$ cat config.mk
export PLATFORM = sky130hd
export DESIGN_NAME = uart_buffered
export DESIGN_NICKNAME = d
export VERILOG_FILES = /design/src/rtl/uart_pkg.sv /design/src/rtl/uart_sync_fifo.sv /design/src/rtl/uart_buffered.sv
export SDC_FILE = /design/constraint.sdc
export NUM_CORES = 1
export LEC_CHECK = 0
export CAP_MARGIN = 40
export CORE_MARGIN = 2
export CORE_UTILIZATION = 50
export CTS_CLUSTER_SIZE = 16
export DETAILED_ROUTE_END_ITERATION = 8
export PLACE_DENSITY = 0.74
export SLEW_MARGIN = 20
export SYNTH_ARGS = -nofsm -noshare
export SYNTH_HDL_FRONTEND = slang
export SYNTH_SLANG_ARGS = --single-unit
$ cat constraint.sdc
create_clock -name clk -period 3.22 [get_ports clk]
set_input_delay 0.644 -clock clk [delete_from_list [all_inputs] [get_ports clk]]
set_output_delay 0.644 -clock clk [all_outputs]
set_load 0.005 [all_outputs]
$ cat src/rtl/uart_pkg.sv
// Shared types and helpers for the buffered UART.
// The parity FSM states exist only when UART_PARITY_EN is defined.
package uart_pkg;

`ifdef UART_PARITY_EN
    typedef enum logic [2:0] {TxIdle, TxStart, TxData, TxParity, TxStop} tx_state_t;
    typedef enum logic [2:0] {RxIdle, RxStart, RxData, RxParity, RxStop} rx_state_t;
`else
    typedef enum logic [2:0] {TxIdle, TxStart, TxData, TxStop} tx_state_t;
    typedef enum logic [2:0] {RxIdle, RxStart, RxData, RxStop} rx_state_t;
`endif

    // Wide enough to index up to 9 payload bits.
    localparam int unsigned BIT_IDX_W = 4;

    function automatic int unsigned cycles_per_bit(input int unsigned clk_hz,
                                                   input int unsigned bit_rate);
        return clk_hz / bit_rate;
    endfunction

endpackage

$ cat src/rtl/uart_sync_fifo.sv
// Synchronous show-ahead FIFO; full/empty derived from the occupancy count.
module uart_sync_fifo
    import uart_pkg::*;
#(
    parameter int unsigned WIDTH = 8,
    parameter int unsigned DEPTH = 16,
    localparam int unsigned CW = $clog2(DEPTH + 1),
    localparam int unsigned AW = $clog2(DEPTH)
) (
    input  logic             clk,
    input  logic             resetn,
    input  logic             push,
    input  logic [WIDTH-1:0] push_data,
    input  logic             pop,
    output logic [WIDTH-1:0] pop_data,
    output logic [CW-1:0]    count,
    output logic             full,
    output logic             empty
);

    logic [WIDTH-1:0] mem_q [DEPTH];
    logic [AW-1:0]    wr_ptr_q;
    logic [AW-1:0]    rd_ptr_q;
    logic [CW-1:0]    count_q;
    logic             do_push;
    logic             do_pop;

    assign full     = count_q == CW'(DEPTH);
    assign empty    = count_q == '0;
    assign do_push  = push && !full;
    assign do_pop   = pop && !empty;
    assign count    = count_q;
    // Head reads as zero when empty so the consumer side resets to a clean value.
    assign pop_data = empty ? '0 : mem_q[rd_ptr_q];

    always_ff @(posedge clk or negedge resetn) begin
        if (!resetn) begin
            wr_ptr_q <= '0;
            rd_ptr_q <= '0;
            count_q  <= '0;
        end else begin
            if (do_push) wr_ptr_q <= wr_ptr_q + 1'b1;
            if (do_pop)  rd_ptr_q <= rd_ptr_q + 1'b1;
            case ({do_push, do_pop})
                2'b10:   count_q <= count_q + 1'b1;
                2'b01:   count_q <= count_q - 1'b1;
                default: count_q <= count_q;
            endcase
        end
    end

    always_ff @(posedge clk) begin
        if (do_push) mem_q[wr_ptr_q] <= push_data;
    end

endmodule

$ cat src/rtl/uart_buffered.sv
// FIFO-buffered full-duplex UART with sticky error flags.
// Optional parity bit per frame is enabled by defining UART_PARITY_EN.
module uart_buffered
    import uart_pkg::*;
#(
    parameter int unsigned DATA_BITS  = 8,
    parameter int unsigned CLK_HZ     = 50_000_000,
    parameter int unsigned BIT_RATE   = 9600,
    parameter int unsigned STOP_BITS  = 1,
    parameter int unsigned FIFO_DEPTH = 16,
    parameter bit          PARITY_ODD = 1'b0,
    localparam int unsigned CW = $clog2(FIFO_DEPTH + 1)
) (
    input  logic                 clk,
    input  logic                 resetn,
    input  logic                 uart_rxd,
    output logic                 uart_txd,
    input  logic [DATA_BITS-1:0] tx_data,
    input  logic                 tx_valid,
    output logic                 tx_ready,
    output logic [DATA_BITS-1:0] rx_data,
    output logic                 rx_valid,
    input  logic                 rx_ready,
    output logic [CW-1:0]        tx_count,
    output logic [CW-1:0]        rx_count,
    output logic                 err_overrun,
    output logic                 err_frame,
    output logic                 err_parity,
    input  logic                 err_clear
);

    localparam int unsigned CPB   = cycles_per_bit(CLK_HZ, BIT_RATE);
    localparam int unsigned CNT_W = $clog2(CPB);
    localparam logic [CNT_W-1:0]     BIT_LAST  = CNT_W'(CPB - 1);
    localparam logic [CNT_W-1:0]     HALF_LAST = CNT_W'(CPB / 2 - 1);
    localparam logic [BIT_IDX_W-1:0] DATA_LAST = BIT_IDX_W'(DATA_BITS - 1);
    localparam logic                 STOP_LAST = (STOP_BITS == 2);

    // ---------------- TX ----------------
    logic                 tx_full, tx_empty, tx_pop;
    logic [DATA_BITS-1:0] tx_head;
    tx_state_t            tx_state_q;
    logic [CNT_W-1:0]     tx_cnt_q;
    logic [BIT_IDX_W-1:0] tx_idx_q;
    logic                 tx_stop_idx_q;
    logic [DATA_BITS-1:0] tx_shift_q;
    logic                 txd_q;
    logic                 tx_bit_end;
`ifdef UART_PARITY_EN
    logic                 tx_par_q;
`endif

    uart_sync_fifo #(.WIDTH(DATA_BITS), .DEPTH(FIFO_DEPTH)) u_tx_fifo (
        .clk      (clk),
        .resetn   (resetn),
        .push     (tx_valid),
        .push_data(tx_data),
        .pop      (tx_pop),
        .pop_data (tx_head),
        .count    (tx_count),
        .full     (tx_full),
        .empty    (tx_empty)
    );

    assign tx_ready   = !tx_full;
    assign uart_txd   = txd_q;
    assign tx_bit_end = tx_cnt_q == BIT_LAST;
    // Reload straight from the last stop bit so queued frames go out gap-free.
    assign tx_pop = !tx_empty && (tx_state_q == TxIdle ||
                    (tx_state_q == TxStop && tx_bit_end && tx_stop_idx_q == STOP_LAST));

    always_ff @(posedge clk or negedge resetn) begin
        if (!resetn) begin
            tx_state_q    <= TxIdle;
            tx_cnt_q      <= '0;
            tx_idx_q      <= '0;
            tx_stop_idx_q <= 1'b0;
            tx_shift_q    <= '0;
            txd_q         <= 1'b1;
`ifdef UART_PARITY_EN
            tx_par_q      <= 1'b0;
`endif
        end else if (tx_pop) begin
            tx_state_q <= TxStart;
            tx_cnt_q   <= '0;
            tx_shift_q <= tx_head;
            txd_q      <= 1'b0;
`ifdef UART_PARITY_EN
            tx_par_q   <= ^tx_head ^ PARITY_ODD;
`endif
        end else begin
            tx_cnt_q <= tx_bit_end ? '0 : tx_cnt_q + 1'b1;
            case (tx_state_q)
                TxIdle: begin
                    tx_cnt_q <= '0;
                    txd_q    <= 1'b1;
                end
                TxStart: if (tx_bit_end) begin
                    tx_state_q <= TxData;
                    tx_idx_q   <= '0;
                    txd_q      <= tx_shift_q[0];
                    tx_shift_q <= tx_shift_q >> 1;
                end
                TxData: if (tx_bit_end) begin
                    if (tx_idx_q == DATA_LAST) begin
`ifdef UART_PARITY_EN
                        tx_state_q <= TxParity;
                        txd_q      <= tx_par_q;
`else
                        tx_state_q    <= TxStop;
                        tx_stop_idx_q <= 1'b0;
                        txd_q         <= 1'b1;
`endif
                    end else begin
                        tx_idx_q   <= tx_idx_q + 1'b1;
                        txd_q      <= tx_shift_q[0];
                        tx_shift_q <= tx_shift_q >> 1;
                    end
                end
`ifdef UART_PARITY_EN
                TxParity: if (tx_bit_end) begin
                    tx_state_q    <= TxStop;
                    tx_stop_idx_q <= 1'b0;
                    txd_q         <= 1'b1;
                end
`endif
                TxStop: if (tx_bit_end) begin
                    if (tx_stop_idx_q == STOP_LAST) tx_state_q <= TxIdle;
                    else                            tx_stop_idx_q <= 1'b1;
                end
                default: tx_state_q <= TxIdle;
            endcase
        end
    end

    // ---------------- RX ----------------
    logic                 rxd_meta_q, rxd_sync_q, rxd_prev_q;
    rx_state_t            rx_state_q;
    logic [CNT_W-1:0]     rx_cnt_q;
    logic [BIT_IDX_W-1:0] rx_idx_q;
    logic [DATA_BITS-1:0] rx_shift_q;
    logic                 rx_bit_end, stop_sample, parity_bad, rx_push, rx_full, rx_empty;
    logic                 err_overrun_q, err_frame_q;
`ifdef UART_PARITY_EN
    logic                 rx_par_q;
    logic                 err_parity_q;
`endif

    uart_sync_fifo #(.WIDTH(DATA_BITS), .DEPTH(FIFO_DEPTH)) u_rx_fifo (
        .clk      (clk),
        .resetn   (resetn),
        .push     (rx_push),
        .push_data(rx_shift_q),
        .pop      (rx_ready),
        .pop_data (rx_data),
        .count    (rx_count),
        .full     (rx_full),
        .empty    (rx_empty)
    );

    assign rx_valid    = !rx_empty;
    assign rx_bit_end  = rx_cnt_q == BIT_LAST;
    assign stop_sample = rx_state_q == RxStop && rx_bit_end;
`ifdef UART_PARITY_EN
    assign parity_bad  = ^{rx_shift_q, rx_par_q} ^ PARITY_ODD;
`else
    assign parity_bad  = 1'b0;
`endif
    // A full FIFO silently ignores the push; the overrun flag records the loss.
    assign rx_push     = stop_sample && rxd_sync_q && !parity_bad;

    always_ff @(posedge clk or negedge resetn) begin
        if (!resetn) begin
            rxd_meta_q <= 1'b1;
            rxd_sync_q <= 1'b1;
            rxd_prev_q <= 1'b1;
        end else begin
            rxd_meta_q <= uart_rxd;
            rxd_sync_q <= rxd_meta_q;
            rxd_prev_q <= rxd_sync_q;
        end
    end

    always_ff @(posedge clk or negedge resetn) begin
        if (!resetn) begin
            rx_state_q <= RxIdle;
            rx_cnt_q   <= '0;
            rx_idx_q   <= '0;
            rx_shift_q <= '0;
`ifdef UART_PARITY_EN
            rx_par_q   <= 1'b0;
`endif
        end else begin
            rx_cnt_q <= rx_bit_end ? '0 : rx_cnt_q + 1'b1;
            case (rx_state_q)
                RxIdle: begin
                    rx_cnt_q <= '0;
                    if (rxd_prev_q && !rxd_sync_q) rx_state_q <= RxStart;
                end
                RxStart: if (rx_cnt_q == HALF_LAST) begin
                    rx_cnt_q   <= '0;
                    rx_idx_q   <= '0;
                    rx_state_q <= rxd_sync_q ? RxIdle : RxData;
                end
                RxData: if (rx_bit_end) begin
                    rx_shift_q <= {rxd_sync_q, rx_shift_q[DATA_BITS-1:1]};
                    rx_idx_q   <= rx_idx_q + 1'b1;
                    if (rx_idx_q == DATA_LAST) begin
`ifdef UART_PARITY_EN
                        rx_state_q <= RxParity;
`else
                        rx_state_q <= RxStop;
`endif
                    end
                end
`ifdef UART_PARITY_EN
                RxParity: if (rx_bit_end) begin
                    rx_par_q   <= rxd_sync_q;
                    rx_state_q <= RxStop;
                end
`endif
                RxStop: if (rx_bit_end) rx_state_q <= RxIdle;
                default: rx_state_q <= RxIdle;
            endcase
        end
    end

    // Sticky flags: a new event in the clear cycle wins.
    always_ff @(posedge clk or negedge resetn) begin
        if (!resetn) begin
            err_overrun_q <= 1'b0;
            err_frame_q   <= 1'b0;
`ifdef UART_PARITY_EN
            err_parity_q  <= 1'b0;
`endif
        end else begin
            err_overrun_q <= (rx_push && rx_full) || (err_overrun_q && !err_clear);
            err_frame_q   <= (stop_sample && !rxd_sync_q) || (err_frame_q && !err_clear);
`ifdef UART_PARITY_EN
            err_parity_q  <= (stop_sample && rxd_sync_q && parity_bad) ||
                             (err_parity_q && !err_clear);
`endif
        end
    end

    assign err_overrun = err_overrun_q;
    assign err_frame   = err_frame_q;
`ifdef UART_PARITY_EN
    assign err_parity  = err_parity_q;
`else
    assign err_parity  = 1'b0;
`endif

endmodule

==> impl_metrics.ini <==
[power_and_ir_drop]
leakagePower_nw = 5.52
total_power_mw = 11.2
powerDensity_mw_per_mm2 = 669
irDropWorstVdd_v = 0.000316

[min_path]
hp-class = in2async

[synthesis]
syn-num-nets = 892
syn_area_mm2 = 0.0143
ys.flop_type = edfxtp_1
synthAdderAreaFrac = 0.0210
yosys.area_share.simple = 0.0802
yosysSeqAreaShare = 0.688
synth-seq-cells = 342
synth_warnings = 0
synth.top_cell.area_share = 0.537
yosys.area.top_type = edfxtp_1
syn_area_per_cell_um2 = 16.8
yosysMostFrequentCell = edfxtp_1
synth_commonest_cells = 256 x edfxtp_1, 82 x dfrtp_1, 72 x mux4_2
synth.area.mux_share = 0.135
yosys.area_share.xor_xnor = 0.0282
netlist_instances = 854
async_flop_share = 0.251
synth_top_family_by_area = multiplexers
synth_compound_area_frac = 0.0296
ys_types = 65
synth_area_leaders = edfxtp_1 54%, dfrtp_1 14%, mux4_2 11%
synth_edf_count = 256

[clocking]
cts.path.max_buffers = 3
cts-htree-levels = 2
clockRootBuffer = clkbuf_16
cts-buffers-inserted = 36
clock_latency_ns = 0.52
clkSinkCount = 342
clkTransAtPathRegs_ns = 0.06
tritoncts = built

[floorplan]
core_area_mm2 = 0.0280
rows = 61
die-area_mm2 = 0.0300
fp.dieW_um = 173
ios = 38
start_util = 0.511
die_height_um = 173

[outcome]
status = finished, final reports clean

[final_layout]
fin_util = 0.595
antenna_cells = 0
drive_above_1_share = 0.235
final_cells = 1360
final_cell_area_mm2 = 0.0167
nNetsFinal = 994
syn_to_final_growth_pct = 16.5

[setup_path]
required_ns = 2.58
crit_type = reg2out
cp_slowest_cell = mux4_2
slowest_delay_ns = 0.49
crit_chain = buf_4 > buf_12 > buf_4 > mux4_2 > mux4_2 > nor2b_1 > clkbuf_2
end_kind = output port
crit_path_start_kind = flip-flop
crit_fanout = 4
worstPathArrival_ns = 2.56

[sta]
setup-violations-final = 0
period_minus_slack_ns = 3.21
final_max_slew_viol_count = 0
hold_violations = 0
fin_crit_sh = 0.995
clock.fmax_mhz = 312
tightest_slew_ns = 0.740
rsz0062_at_grt = true
clock_skew_ns = 0.0377
relSlewSlack = 0.507

[placed_design]
port_buffers = 36
dp_cells = 1283
place_area_mm2 = 0.0154
gp_congestion = 0.769
hpwlAfterDp_um = 17100

[global_route]
grt_usage = 0.191
grt_pass1_vias = 7935
grt_max_degree = 87
grt_antenna_before_repair = 0
grt_pass1_wl_um = 44500
gr-total-overflow = 0
grt_use_met1 = 0.265
grt_use_met2 = 0.312
grt_util_met3 = 0.0317
top_usage_layer = met2

[routing]
remaining_drc_errors = 0
avgViaCountPerCell = 5.69
vias = 7736
routedWlPerCell_um = 20.7
first_pass_iters = 5
drtAntennaViolNets = 0
drt_wl_total_um = 28100
drtIter0Drc = 645

[job]
maxCapViolations = 0
[worst max-delay path, delay by kind of cell (launching register included)]
kind | cells | cell delay, ns
and+or+nand+nor | 1 | 0.15
DFF | 1 | 0.45
buffers and inverters | 4 | 0.53
muxes | 2 | 0.92
[final cells by class]
class	instances	area (um2)
multi-input combinational	453	4210
inverter	21	78.8
sequential	342	9850
clock inverter	18	174
timing repair buffer	102	928
tap	378	473
fill	2057	11300
clock buffer	46	958
[placed cells by master, fill, tap and decap left out, types with 7 or more instances in the layout]
cell type / count
edfxtp_1: 256
dfrtp_1: 80
mux4_2: 72
nor2_1: 70
buf_4: 56
nand2_1: 39
clkbuf_16: 36
clkdlybuf4s50_1: 27
ha_1: 24
xnor2_1: 23
xor2_1: 23
inv_1: 21
nand3_1: 16
mux2i_1: 15
mux2_2: 14
o22ai_1: 13
o21ai_0: 13
nor3_1: 12
nand4_1: 10
nand2b_1: 10
nor2b_1: 9
nor4_1: 8
clkbuf_1: 8
a21oi_1: 7
clkinv_1: 7
[kinds of logic after synthesis]
family / Yosys count
compound gates: 63
xor+xnor: 46
fa+ha+maj: 24
buf+inv: 59
flops: 342
mux: 101
other cells: 1
simple gates: 218
[where the power goes]
group	total [mW]	switching, mW	internal [mW]
combinational	1.78	0.813	0.963
sequential	5.39	0.339	5.05
clock	3.98	1.63	2.35
[final timing paths]
path                                    endpoint  cells past startpoint                  start  slack, ns
setup / recovery                      rx_data[4]                      7  u_rx_fifo.rd_ptr_q[0]       0.01
hold / removal                         err_frame                      2                 resetn       0.15
setup reg to reg              u_rx_fifo.count[4]                     13            rx_cnt_q[0]       0.37
hold reg to reg                       rxd_sync_q                      0             rxd_meta_q       0.35
max in group asynchronous  u_tx_fifo.rd_ptr_q[0]                      2                 resetn       2.63
min in group clk                      rxd_sync_q                      0             rxd_meta_q       0.35
[metrics by stage]
step / setup WS [ns] / setup TNS [ns] / hold WS, ns
floorplan: 0.219 / 0 / 0.345
global placement: 0.361 / 0 / 0.347
detailed placement: 0.320 / 0 / 0.348
CTS: -0.101 / -0.282 / 0.173
global route: -0.0550 / -0.171 / 0.197
finish: 0.0145 / 0 / 0.146
[what timing repair did]
item	in CTS	in global routing
setup endpoints to repair	8	7
hold buffers	0	0
gates resized for setup	30	9
setup buffers	10	3
gates cloned	3	0
[layer usage]
metal  share of wire  vias to the layer above  wire length (um)
met5               0                        -                 0
met1            0.43                     3966             12000
li1                -                     3508                 -
met2            0.49                      211             13800
met3           0.058                       51              1630
met4           0.023                        0               652
[state kept, by name, indices dropped and copies added, names as in the netlist, 4 cells and up]
register            flops
u_rx_fifo.rd_ptr_q      4
u_tx_fifo.rd_ptr_q      4
u_rx_fifo.wr_ptr_q      4
u_tx_fifo.mem_q       128
rx_shift_q              8
tx_idx_q                4
u_rx_fifo.count         5
rx_cnt_q               13
rx_idx_q                4
u_rx_fifo.mem_q       128
tx_cnt_q               13
u_tx_fifo.count         5
tx_shift_q              8
u_tx_fifo.wr_ptr_q      4
Power figures use the tool's default switching activity.
